`config.mk`:
```
export PLATFORM = sky130hd
export DESIGN_NAME = arm_fetch_prefetch_queue_flat
export DESIGN_NICKNAME = d
export VERILOG_FILES = /design/src/rtl/arm_fetch_prefetch_queue_if.sv /design/src/rtl/arm_fetch_prefetch_queue.sv /design/src/flat_wrapper.sv
export SDC_FILE = /design/constraint.sdc
export NUM_CORES = 1
export LEC_CHECK = 0
export CAP_MARGIN = 20
export CORE_MARGIN = 5
export CORE_UTILIZATION = 60
export DETAILED_ROUTE_END_ITERATION = 16
export PLACE_DENSITY = 0.86
export SETUP_SLACK_MARGIN = 0.05
export SLEW_MARGIN = 0
export SYNTH_ARGS = -nofsm -noshare
export SYNTH_HDL_FRONTEND = slang
export SYNTH_SLANG_ARGS = --single-unit
```
`constraint.sdc`:
```
create_clock -name i_CLK -period 8.3 [get_ports i_CLK]
set_clock_uncertainty 0.05 [all_clocks]
set_input_delay 2.075 -clock i_CLK [delete_from_list [all_inputs] [get_ports i_CLK]]
set_output_delay 2.075 -clock i_CLK [all_outputs]
set_load 0.05 [all_outputs]
```
`src/rtl/arm_fetch_prefetch_queue_if.sv`:
```
// Instruction-memory request/ack bus between the fetch stage and instruction memory.
// Req/Addr stay stable from request until the cycle in which Ack completes the transfer.
interface arm_fetch_prefetch_queue_if #(
   parameter int AddrWidth = 32,
   parameter int DataWidth = 32
);
   logic                 IMEM_Req;
   logic [AddrWidth-1:0] IMEM_Addr;
   logic                 IMEM_Ack;
   logic [DataWidth-1:0] IMEM_Data;

   modport master (output IMEM_Req, IMEM_Addr, input IMEM_Ack, IMEM_Data);
   modport slave  (input IMEM_Req, IMEM_Addr, output IMEM_Ack, IMEM_Data);
endinterface

```
`src/rtl/arm_fetch_prefetch_queue.sv`:
```
// Fetch stage: owns the fetch PC, runs single-outstanding IMEM fetches into a DEPTH-entry queue.
// Head reaches IF/ID one cycle after ack; stall holds the head, flush empties the queue and redirects.
module arm_fetch_prefetch_queue #(
   parameter int                 DEPTH     = 4,
   parameter int                 AddrWidth = 32,
   parameter int                 DataWidth = 32,
   parameter logic [AddrWidth-1:0] RESET_PC = '0
) (
   input  logic                  i_CLK,
   input  logic                  i_NRESET,
   input  logic                  i_STALL,
   input  logic                  i_FLUSH,
   input  logic [AddrWidth-1:0]  i_BranchTarget,
   arm_fetch_prefetch_queue_if.master imem,
   output logic                  o_Valid,
   output logic [DataWidth-1:0]  o_Instr,
   output logic [AddrWidth-1:0]  o_PC,
   output logic [AddrWidth-1:0]  o_PCPlus8
);
   localparam int PW = $clog2(DEPTH);
   localparam int CW = PW + 1;

   typedef enum logic [1:0] {IDLE, REQ, DROP} state_e;

   state_e                 state_q, state_d;
   logic                   req_q, req_d;
   logic [AddrWidth-1:0]   fetch_pc_q, fetch_pc_d;
   logic [AddrWidth-1:0]   req_addr_q, req_addr_d;
   logic [CW-1:0]          count_q, count_d, count_nf;
   logic [PW-1:0]          rd_ptr_q, rd_ptr_d, wr_ptr_q, wr_ptr_d;
   logic [DataWidth-1:0]   instr_mem_q [DEPTH];
   logic [AddrWidth-1:0]   pc_mem_q    [DEPTH];

   logic                   valid, push, pop;
   logic [AddrWidth-1:0]   target;

   always_comb begin
      target     = i_BranchTarget & ~AddrWidth'(3);
      valid      = (count_q != '0);
      pop        = valid & ~i_STALL & ~i_FLUSH;
      push       = (state_q == REQ) & imem.IMEM_Ack & ~i_FLUSH;
      count_nf   = count_q + CW'(push) - CW'(pop);

      state_d    = state_q;
      fetch_pc_d = fetch_pc_q;
      req_addr_d = req_addr_q;
      rd_ptr_d   = pop  ? rd_ptr_q + PW'(1) : rd_ptr_q;
      wr_ptr_d   = push ? wr_ptr_q + PW'(1) : wr_ptr_q;
      count_d    = count_nf;

      unique case (state_q)
         IDLE: begin
            if (i_FLUSH) begin
               fetch_pc_d = target;
               req_addr_d = target;
               state_d    = REQ;
            end else if (count_q < CW'(DEPTH)) begin
               req_addr_d = fetch_pc_q;
               state_d    = REQ;
            end
         end
         REQ: begin
            if (imem.IMEM_Ack && !i_FLUSH) begin
               fetch_pc_d = req_addr_q + AddrWidth'(4);
               if (count_nf < CW'(DEPTH)) req_addr_d = req_addr_q + AddrWidth'(4);
               else                       state_d    = IDLE;
            end else if (imem.IMEM_Ack && i_FLUSH) begin
               fetch_pc_d = target;
               req_addr_d = target;
            end else if (i_FLUSH) begin
               // Address must stay on the stale fetch until memory acks it.
               fetch_pc_d = target;
               state_d    = DROP;
            end
         end
         DROP: begin
            if (imem.IMEM_Ack) begin
               fetch_pc_d = i_FLUSH ? target : fetch_pc_q;
               req_addr_d = i_FLUSH ? target : fetch_pc_q;
               state_d    = REQ;
            end else if (i_FLUSH) begin
               fetch_pc_d = target;
            end
         end
         default: state_d = IDLE;
      endcase

      if (i_FLUSH) begin
         count_d  = '0;
         rd_ptr_d = '0;
         wr_ptr_d = '0;
      end
      req_d = (state_d != IDLE);
   end

   always_ff @(posedge i_CLK or negedge i_NRESET) begin
      if (!i_NRESET) begin
         state_q    <= IDLE;
         req_q      <= 1'b0;
         fetch_pc_q <= RESET_PC;
         req_addr_q <= RESET_PC;
         count_q    <= '0;
         rd_ptr_q   <= '0;
         wr_ptr_q   <= '0;
      end else begin
         state_q    <= state_d;
         req_q      <= req_d;
         fetch_pc_q <= fetch_pc_d;
         req_addr_q <= req_addr_d;
         count_q    <= count_d;
         rd_ptr_q   <= rd_ptr_d;
         wr_ptr_q   <= wr_ptr_d;
      end
   end

   // Storage needs no reset: the head is masked whenever the queue is empty.
   always_ff @(posedge i_CLK) begin
      if (push) begin
         instr_mem_q[wr_ptr_q] <= imem.IMEM_Data;
         pc_mem_q[wr_ptr_q]    <= req_addr_q;
      end
   end

   assign imem.IMEM_Req  = req_q;
   assign imem.IMEM_Addr = req_addr_q;
   assign o_Valid        = valid;
   assign o_Instr        = valid ? instr_mem_q[rd_ptr_q] : '0;
   assign o_PC           = valid ? pc_mem_q[rd_ptr_q]    : '0;
   assign o_PCPlus8      = o_PC + AddrWidth'(8);
endmodule

```
`src/flat_wrapper.sv`:
```
// flat-port wrapper written by rule: the top's interface ports become plain ports
module arm_fetch_prefetch_queue_flat 
#(
   parameter int                 DEPTH     = 4,
   parameter int                 AddrWidth = 32,
   parameter int                 DataWidth = 32,
   parameter logic [AddrWidth-1:0] RESET_PC = '0
)
  (i_CLK, i_NRESET, i_STALL, i_FLUSH, i_BranchTarget, o_Valid, o_Instr, o_PC, o_PCPlus8, imem_IMEM_Req, imem_IMEM_Addr, imem_IMEM_Ack, imem_IMEM_Data);
  arm_fetch_prefetch_queue_if #(.AddrWidth(AddrWidth), .DataWidth(DataWidth)) imem_i ();
  input  logic i_CLK;
  input  logic i_NRESET;
  input  logic i_STALL;
  input  logic i_FLUSH;
  input  logic [AddrWidth-1:0] i_BranchTarget;
  output logic o_Valid;
  output logic [DataWidth-1:0] o_Instr;
  output logic [AddrWidth-1:0] o_PC;
  output logic [AddrWidth-1:0] o_PCPlus8;
  output wire logic [$bits(imem_i.IMEM_Req)-1:0] imem_IMEM_Req;
  output wire logic [$bits(imem_i.IMEM_Addr)-1:0] imem_IMEM_Addr;
  input wire logic [$bits(imem_i.IMEM_Ack)-1:0] imem_IMEM_Ack;
  input wire logic [$bits(imem_i.IMEM_Data)-1:0] imem_IMEM_Data;
  assign imem_IMEM_Req = imem_i.IMEM_Req;
  assign imem_IMEM_Addr = imem_i.IMEM_Addr;
  assign imem_i.IMEM_Ack = imem_IMEM_Ack;
  assign imem_i.IMEM_Data = imem_IMEM_Data;
  arm_fetch_prefetch_queue #(.DEPTH(DEPTH), .AddrWidth(AddrWidth), .DataWidth(DataWidth), .RESET_PC(RESET_PC)) u_core (.i_CLK(i_CLK), .i_NRESET(i_NRESET), .i_STALL(i_STALL), .i_FLUSH(i_FLUSH), .i_BranchTarget(i_BranchTarget), .imem(imem_i), .o_Valid(o_Valid), .o_Instr(o_Instr), .o_PC(o_PC), .o_PCPlus8(o_PCPlus8));
endmodule
```
# == Yosys cells after proc, flatten, opt, wreduce, memory -nomap -nowiden ==
# Memories as Yosys holds them, arrays and structs flattened.
# Index checks and enable logic that the tools add are counted.
# totals
reg_bits,74
latch_bits,0
mem_bits_rw,256
romBits,0
inputBits,69
out_inout_bits,130
n_memories,2
# op_classes
addsub,6
n_mul,0
div_mod_pow,0
n_lt_le_gt_ge,2
eq_ne,6
n_shift,0
n_mux,28
n_bitwise,6
n_reduce_logical,12
# mem_list
name,words,width,read_ports,rd_ports_with_merged_regs,write_ports,line_no,text
u_core.instr_mem_q,4,32,1,0,1,arm_fetch_prefetch_queue.sv:31,logic [DataWidth-1:0] instr_mem_q [DEPTH];
u_core.pc_mem_q,4,32,1,0,1,arm_fetch_prefetch_queue.sv:32,logic [AddrWidth-1:0] pc_mem_q [DEPTH];
# ops
op,count
two-way mux 32 bit,11
case mux 32 bit (3 select lines),1
case mux 32 bit (2 select lines),1
adder 32 x 3 -> 32 bit (second input constant),1
adder 32 x 4 -> 32 bit (second input constant),1
two-way mux 2 bit,11
nonzero test 2 bit,4
less-than comparator 3 bit (second input constant),2
inequality test 3 bit (second input constant),2
case mux 2 bit (3 select lines),1
nonzero test 3 bit,2
AND reduction 5 bit,1
adder 2 x 1 -> 2 bit (second input constant),2
AND 1 bit,4
adder 3 x 1 -> 3 bit,1
two-way mux 3 bit,1
inequality test 3 x 2 -> 1 bit (second input constant),1
subtractor 3 x 1 -> 3 bit,1
equality test 2 x 1 -> 1 bit (second input constant),1
equality test 2 bit (second input constant),1
logical AND 1 bit,2
zero test 2 bit,1
two-way mux 1 bit,2
inequality test 2 bit (second input constant),1
other kinds (3),4

# == Depth between registers and ports, before layout ==
# Gate-level depths: netlist of run 1.
# depth
ltp_word,10
ltp_mapped,16
depth_no_buf,12

# == Least setup slack after synthesis of run 1 ==
# Ideal clock, no wire load.
# synth_path
path_kind,reg-to-output
startpoint,register u_core.count_q[1]
endpoint,output o_PCPlus8[25]
t_arrival_ps,4444
t_required_ps,6175
path_slack_ps,1731
path_stages_with_launch,13
n_path_buf,2
cell_sequence,dfrtp_1 nor3_2 inv_1 clkbuf_1 clkbuf_1 nand2_1 inv_1 ha_1 o31a_1 and4_1 nand2_1 nor4_2 xor2_1
# synth_via
elab_chain_len,3
# synth_lines
element,line_no,text
start: declaration,arm_fetch_prefetch_queue.sv:29,"logic [CW-1:0] count_q, count_d, count_nf;"
start signal: assignment,arm_fetch_prefetch_queue.sv:110,count_q <= count_d;
nonzero test 3 bit,arm_fetch_prefetch_queue.sv:39,valid = (count_q != '0);
via o_Valid,flat_wrapper.sv:16,output logic o_Valid;
two-way mux 32 bit,arm_fetch_prefetch_queue.sv:128,assign o_PC = valid ? pc_mem_q[rd_ptr_q] : '0;
via o_PC[3],flat_wrapper.sv:18,output logic [AddrWidth-1:0] o_PC;
adder 32 x 4 -> 32 bit,arm_fetch_prefetch_queue.sv:129,assign o_PCPlus8 = o_PC + AddrWidth'(8);
end: declaration,flat_wrapper.sv:19,output logic [AddrWidth-1:0] o_PCPlus8;
# The timed path passes the listed nets, and every way through them passes these cells.

# == Worst setup path after layout of run 1 ==
# layout_path
startpoint,register u_core.rd_ptr_q[1]
endpoint,output o_PCPlus8[21]
# layout_via
elab_chain_len,3
# layout_lines
element,line_no,text
start: declaration,arm_fetch_prefetch_queue.sv:30,"logic [PW-1:0] rd_ptr_q, rd_ptr_d, wr_ptr_q, wr_ptr_d;"
start signal: assignment,arm_fetch_prefetch_queue.sv:111,rd_ptr_q <= rd_ptr_d;
memory read (4 x 32 bit),--,
two-way mux 32 bit,arm_fetch_prefetch_queue.sv:128,
adder 32 x 4 -> 32 bit,arm_fetch_prefetch_queue.sv:129,
# Every way passes these cells.

==> metrics.txt, run 1 <==
Syn Area/Cell=14.45 um^2; Placeable Area=25,040 um^2; residual DRC count=0; Clock Tree Buf Depth=3; TritonCTS sink count=between 300 and 400; Hold Path Class=register to register; Clock Latency Late Sink=520 ps; Clk pwr share=0.213; dpl ws=2113 ps; setup repair after global routing missed its margin=false; Cell Rows=between 50 and 60; Die Span Y=169.0 um; GRT Total Usage=0.2701; Post-DRT Antenna Nets=0; floorplan die width=169.0 um; Relative slew margins=0.3382; TritonCTS buffer count=35; top-area cell type share of the netlist area=0.5070; RePlAce Congestion=0.8724; total of hold buffers inserted after clock tree synthesis=0; initial detailed-routing violation count=1,449; net switching power=3.185 mW; largest net degree at the start of global routing=75; number of buffers inserted by port buffering=196; layout net count=1,311; Pre-antenna DRT Iters=6; Critical R2R Launch=u_core.count_q[1]; result of the run=finished, final reports clean; TritonCTS clock tree=yes; root buffer selected by CTS=sky130_fd_sc_hd__clkbuf_16; EDFF count, synth=256; number of global-route vias before repair=10,380; largest cells by area after synthesis=sky130_fd_sc_hd__edfxtp_1 (51%), sky130_fd_sc_hd__dfrtp_1 (12%), sky130_fd_sc_hd__mux4_2 (7.3%), sky130_fd_sc_hd__and2_1 (3.1%), sky130_fd_sc_hd__mux4_1 (2.6%); switching power share of the total=0.4328; top_reg_cell synth=sky130_fd_sc_hd__edfxtp_1; Fmax achieved=149.1 MHz; arrival time reported for the critical path endpoint=~4600 ps; antenna diode count=0; average detailed-routed wire length per instance=24.34 um; cell area after synthesis=15,160 um^2; area of the multi-input gates=~5200 um^2; Flop pwr share=0.334; fraction of synthesis flops using an asynchronous set or reset pin=0.2242; peak supply drop=301.1 uV; critical path startpoint category=register; Worst Setup Slack, final=~1600 ps; number of cells upsized or downsized after cts=0; number of antenna violations at the first check in global routing=0; Crit. Startpoint=u_core.rd_ptr_q[1]; Reg area=9544 um^2; fraction of layout cells with a size suffix above 1=0.1238; H-tree depth=2; count of unique library cells instantiated by Yosys=75; critical path class=register to primary output; drt total wl=38.71 mm; total via count in the routed design=slightly above 10,000; placed standard-cell area=17,340 um^2; post-DR vias/cell=6.528; max cap viols=0; final setup TNS=0 ps; critical path fanouts, max=35; leakage power summed over all cells=6.331 nW; share of the core filled with cells in the final layout=0.7397; remaining global-route overflow=0; starting density of the core=0.6056; detailed placer's ending HPWL=between 20 and 25 mm; Pint=4.174 mW; cell type with the largest total area after synthesis=sky130_fd_sc_hd__edfxtp_1; boundary pin count=199; Layout fillers=1,491; minimum clock period after layout=6707 ps; combinational cell fraction of total power=0.453; post-synthesis register bit count=330; number of setup violations in the final report=0; post-synthesis net count=1,127; number of pins exceeding their max-slew limit in the final report=0; first-pass GRT wire length=between 60 and 70 mm; top library cells by usage in the layout, fill and taps aside=sky130_fd_sc_hd__edfxtp_1 (256), sky130_fd_sc_hd__clkdlybuf4s50_1 (195), sky130_fd_sc_hd__dfrtp_1 (72), sky130_fd_sc_hd__and2_1 (70), sky130_fd_sc_hd__nand2_1 (58); number of setup buffers added after CTS=0; post-layout instance area=18,520 um^2; Least-Margin Pin Slew=992.7 ps; warning count from the yosys run=0; share of synthesized area occupied by flip-flops and latches=0.6291; synthesis-to-layout area growth=22.13%; start point of the worst hold path=u_core.fetch_pc_q[30]; Cells after Synth=1,049; CP Data Required Time=6180 ps; final worst path period share=0.8081; endpoints failing hold=0; sort of element at the end of the critical path=primary output; clock slew seen by the registers of the worst setup and hold paths=roughly 60 ps; worst hold slack after final layout=451.0 ps; Die Footprint=28,550 um^2; power per cell area=397.4 nW/um^2; most common library cell in the layout ignoring fill and taps=sky130_fd_sc_hd__edfxtp_1
final timing paths:
path / slack, ps / end / depth (start not counted)
hold / removal: 450 / u_core.fetch_pc_q[30] / 2
hold reg to reg: 450 / u_core.fetch_pc_q[30] / 2
min in group asynchronous: 1720 / u_core.fetch_pc_q[31] / 2
max in group asynchronous: 5680 / u_core.rd_ptr_q[0] / 2
setup reg to reg: 3970 / u_core.imem.IMEM_Addr[22] / 13
setup / recovery: 1590 / o_PCPlus8[21] / 10
critical path: stages (launching register included):
cell	delay (ps)
sky130_fd_sc_hd__dfrtp_2	940
sky130_fd_sc_hd__mux4_1	350
sky130_fd_sc_hd__nand2_1	100
sky130_fd_sc_hd__inv_1	100
sky130_fd_sc_hd__ha_1	340
sky130_fd_sc_hd__o31a_1	280
sky130_fd_sc_hd__and4_1	330
sky130_fd_sc_hd__nand2_1	210
sky130_fd_sc_hd__nor3_1	390
sky130_fd_sc_hd__xor2_1	200
sky130_fd_sc_hd__clkdlybuf4s50_1	830
power by group through the flow:
stage          Clock, mW  Combinational (mW)  Sequential, mW
2_1_floorplan          0                2.11            2.56
3_3_place_gp           0                3.24            2.44
3_5_place_dp           0                3.30            2.47
4_1_cts             1.58                3.33            2.44
5_1_grt             1.67                3.50            2.49
6_report            1.57                3.33            2.46
cells in the mapped netlist (6+ instances only):
cell type / number
sky130_fd_sc_hd__edfxtp_1: 256
sky130_fd_sc_hd__and2_1: 74
sky130_fd_sc_hd__dfrtp_1: 74
sky130_fd_sc_hd__nand2_1: 58
sky130_fd_sc_hd__mux4_2: 49
sky130_fd_sc_hd__nor2_1: 49
sky130_fd_sc_hd__a21oi_1: 47
sky130_fd_sc_hd__o21ai_0: 45
sky130_fd_sc_hd__clkbuf_1: 36
sky130_fd_sc_hd__o22ai_1: 31
sky130_fd_sc_hd__inv_1: 24
sky130_fd_sc_hd__xor2_1: 24
sky130_fd_sc_hd__nor3_1: 22
sky130_fd_sc_hd__xnor2_1: 21
sky130_fd_sc_hd__nand3_1: 20
sky130_fd_sc_hd__mux4_1: 15
sky130_fd_sc_hd__buf_2: 13
sky130_fd_sc_hd__a22oi_1: 11
sky130_fd_sc_hd__a31oi_1: 10
sky130_fd_sc_hd__and4_1: 9
sky130_fd_sc_hd__ha_1: 8
sky130_fd_sc_hd__mux2i_1: 8
sky130_fd_sc_hd__nor4_2: 8
sky130_fd_sc_hd__a22o_1: 7
sky130_fd_sc_hd__and3_1: 7
sky130_fd_sc_hd__buf_4: 7
sky130_fd_sc_hd__nand4_1: 7
sky130_fd_sc_hd__nor4_1: 6
sky130_fd_sc_hd__o22a_1: 6
sky130_fd_sc_hd__o31a_1: 6
sky130_fd_sc_hd__or3_1: 6
cell type report:
class / count / area share
Clock buffer: 41 / 0.05020
Timing Repair Buffer: 212 / 0.1139
Sequential cell: 330 / 0.5154
Inverter: 25 / 0.005067
Tap cell: 330 / 0.02230
Clock inverter: 23 / 0.01263
Multi-Input combinational cell: 629 / 0.2805
through the flow:
stage	instances	total power [mW]
2_1_floorplan	1049	4.674
6_report	1590	7.359
5_1_grt	1590	7.657
3_5_place_dp	1525	5.765
3_3_place_gp	1525	5.681
4_1_cts	1589	7.359
cells by family after synthesis:
| logic type | after synthesis | share of synthesized area |
|---|---|---|
| AND/OR/NAND/NOR | 295 | 0.1130 |
| multiplexers | 74 | 0.1064 |
| adder cells (fa/ha/maj) | 9 | 0.007922 |
| XOR/XNOR | 46 | 0.02748 |
| flip-flops | 330 | 0.6291 |
| AO/OA/AOI/OAI | 205 | 0.08714 |
| buffers and inverters | 90 | 0.02896 |
flip-flops by register name, indices dropped and copies added, names as in the netlist:
register               cells
u_core.state_q             2
u_core.imem.IMEM_Addr     32
u_core.wr_ptr_q            2
u_core.pc_mem_q          128
u_core.instr_mem_q       128
u_core.fetch_pc_q         32
u_core.count_q             3
u_core.imem.IMEM_Req       1
u_core.rd_ptr_q            2
per-layer routing:
| metal | up-vias | global-route usage | wire length [um] |
|---|---|---|---|
| met5 | - | 0 | 0 |
| met4 | 0 | 0.07455 | 1132 |
| met3 | 103 | 0.04811 | 4242 |
| met2 | 691 | 0.4340 | 18710 |
| met1 | 5128 | 0.3885 | 14620 |
| li1 | 4458 | - | - |
No activity file was read; power rests on OpenSTA's default activity.
==> run 2: changes to the inputs <==
--- a/config.mk
+++ b/config.mk
@@ -7,9 +7,9 @@
 export LEC_CHECK = 0
 export CAP_MARGIN = 20
 export CORE_MARGIN = 5
-export CORE_UTILIZATION = 60
+export CORE_UTILIZATION = 50
 export DETAILED_ROUTE_END_ITERATION = 16
-export PLACE_DENSITY = 0.86
+export PLACE_DENSITY = 0.76
 export SETUP_SLACK_MARGIN = 0.05
 export SLEW_MARGIN = 0
 export SYNTH_ARGS = -nofsm -noshare
==> constraint.sdc (replaced) <==
create_clock -name i_CLK -period 5.5 [get_ports i_CLK]
set_clock_uncertainty 0.05 [all_clocks]
set_input_delay 1.375 -clock i_CLK [delete_from_list [all_inputs] [get_ports i_CLK]]
set_output_delay 1.375 -clock i_CLK [all_outputs]
set_load 0.05 [all_outputs]
==> run 2 against run 1 <==
Against the previous run:
- final cell count grew 4.4%
- utilization down 11 points
- clock-buffer cell count fell by 1
- flip-flop and latch count unchanged
- largest power group unchanged
- routed wire length shrank 1.7%
- sequential power is 50% higher
- combinational power increased by 55%
- critical path depth down 3
- non-clock buffer count rose by 12
- cell area rose by 2.0%
==> metrics.txt, run 2 (synthesized netlist as in run 1, its figures left out) <==
result of the run=finished, final reports clean; setup repair after global routing missed its margin=true; H-tree depth=2 (unchanged); Clk pwr share=0.213 (about the same); leading registers by flop count=u_core.instr_mem_q x128, u_core.pc_mem_q x128; Pre-antenna DRT Iters=5 (-1); number of global-route vias before repair=10,160 (-2.1%); Fmax achieved=191.7 MHz; Placeable Area=29,800 um^2 (+19%); detailed placer's ending HPWL=24.97 mm (+3.6%); max cap viols=0 (unchanged); boundary pin count=199 (unchanged); number of antenna violations at the first check in global routing=0 (unchanged); final setup TNS=0 ps (unchanged); Hold Path Class=register to register; critical path fanouts, max=22 (-37%); arrival time reported for the critical path endpoint=3790 ps (-790 ps); number of pins exceeding their max-slew limit in the final report=0 (unchanged); clock slew seen by the registers of the worst setup and hold paths=60 ps (about the same); fin cells=1,660 (+4.4%); net switching power=4.795 mW (+51%); CP Data Required Time=4070 ps (-2110 ps); minimum clock period after layout=5217 ps; Die Span Y=184.1 um (+9.0%); Relative slew margins=0.3755 (+0.03730); top library cells by usage in the layout, fill and taps aside=sky130_fd_sc_hd__edfxtp_1 (256), sky130_fd_sc_hd__clkdlybuf4s50_1 (180), sky130_fd_sc_hd__dfrtp_1 (72), sky130_fd_sc_hd__and2_1 (70), sky130_fd_sc_hd__nand2_1 (58); TritonCTS clock tree=yes; layout net count=1,322 (+0.84%); number of setup violations in the final report=0 (unchanged); root buffer selected by CTS=sky130_fd_sc_hd__clkbuf_16; TritonCTS sink count=330 (unchanged); residual DRC count=0 (unchanged); average detailed-routed wire length per instance=22.92 um (-5.9%); endpoints failing hold=0 (unchanged); post-layout instance area=18,890 um^2 (+2.0%); number of buffers inserted by port buffering=196 (unchanged); Post-DRT Antenna Nets=0 (unchanged); largest net degree at the start of global routing=65 (-13%); switching power share of the total=0.4263 (-0.006507); Least-Margin Pin Slew=933.3 ps (-59.40 ps); Cell Rows=63 (+8.6%); peak supply drop=320.8 uV (+6.5%); drt total wl=38.04 mm (-1.7%); antenna diode count=0 (unchanged); Flop pwr share=0.328 (-0.006); GRT Total Usage=0.2227 (-0.04740); initial detailed-routing violation count=1,020 (-30%); Die Footprint=33,910 um^2 (+19%); Clock Latency Late Sink=510 ps (about the same); post-DR vias/cell=6.167 (-5.5%); Clock Tree Buf Depth=3 (unchanged); cell count after placement=1,597 (+4.7%); TritonCTS buffer count=34 (-2.9%); critical path startpoint category=register; floorplan die width=184.1 um (+9.0%); total via count in the routed design=10,240 (-1.4%); fraction of layout cells with a size suffix above 1=0.1496 (+0.02580); worst hold slack after final layout=473.1 ps (+22.07 ps); slack of the worst reg-to-reg path=2160 ps (-1810 ps); Worst Setup Slack, final=283.0 ps (-1310 ps); remaining global-route overflow=0 (unchanged); RePlAce Congestion=0.8499 (-2.6%); number of setup buffers added after CTS=0 (unchanged); combinational cell fraction of total power=0.459 (+0.006); Pint=6.454 mW (+55%); most common library cell in the layout ignoring fill and taps=sky130_fd_sc_hd__edfxtp_1; Layout fillers=2,102 (+41%); power per cell area=595.5 nW/um^2 (+50%); final worst path period share=0.9485; placed standard-cell area=17,690 um^2 (+2.0%); leakage power summed over all cells=6.492 nW (+2.5%); starting density of the core=0.5089 (-0.09674); first-pass GRT wire length=58.62 mm (-2.7%); critical path class=register to primary output; synthesis-to-layout area growth=24.56%; sort of element at the end of the critical path=primary output; dpl ws=671.1 ps (-1442 ps)
[run 2: power by group through the flow]
stage	clock [mW]	sequential (mW)	combinational (mW)
detailed placement	0	3.72	5.17
global route	2.55	3.74	5.45
CTS	2.43	3.67	5.20
finish	2.40	3.68	5.17
floorplan	0	3.87	3.21
global placement	0	3.69	5.11
[run 2: timing repair]
| item | in CTS | in global routing |
|---|---|---|
| gates resized for setup | 0 | 5 |
| setup endpoints to repair | 0 | 7 |
| hold buffers | 0 | 0 |
[run 2: per-layer routing]
layer	part of all wire	GRT usage	up-vias
met5	0	0	-
li1	-	-	4473
met4	0.022	0.06004	0
met3	0.094	0.03967	56
met2	0.48	0.3558	540
met1	0.41	0.3204	5168
[run 2: through the flow]
step	utilization	power (mW)
2_1_floorplan	-	7.080
3_3_place_gp	0.5936	8.801
3_5_place_dp	0.5936	8.890
4_1_cts	0.6328	11.30
5_1_grt	0.6339	11.74
6_report	0.6339	11.25
[run 2: area by class of cell]
cell class,instances,area (um^2),share of cell area
sequential,330,9547,0.5054
multi-input combinational,629,5264,0.2787
timing repair buffer,224,2327,0.1232
clock buffer,40,883.3,0.04677
tap,390,488.0,0.02583
clock inverter,22,284.0,0.01504
inverter,25,95.09,0.005034
[run 2: worst max-delay path: stages (launching register included)]
cell and delay (ps):
sky130_fd_sc_hd__dfrtp_4 670, sky130_fd_sc_hd__mux4_1 680, sky130_fd_sc_hd__and2_2 290, sky130_fd_sc_hd__nand3_1 330, sky130_fd_sc_hd__buf_4 220, sky130_fd_sc_hd__nor2_1 60
sky130_fd_sc_hd__xor2_1 200, sky130_fd_sc_hd__clkdlybuf4s50_1 840
[run 2: path summary, 6_finish.rpt]
kind                                             end                  from  cells after the start
max                                    o_PCPlus8[14]    u_core.rd_ptr_q[0]                      7
min                             u_core.fetch_pc_q[2]  u_core.fetch_pc_q[2]                      2
max reg2reg                u_core.imem.IMEM_Addr[24]     u_core.count_q[2]                     14
min reg2reg                     u_core.fetch_pc_q[2]  u_core.fetch_pc_q[2]                      2
max in group asynchronous   u_core.imem.IMEM_Addr[1]              i_NRESET                      3
min in group asynchronous      u_core.fetch_pc_q[24]              i_NRESET                      1
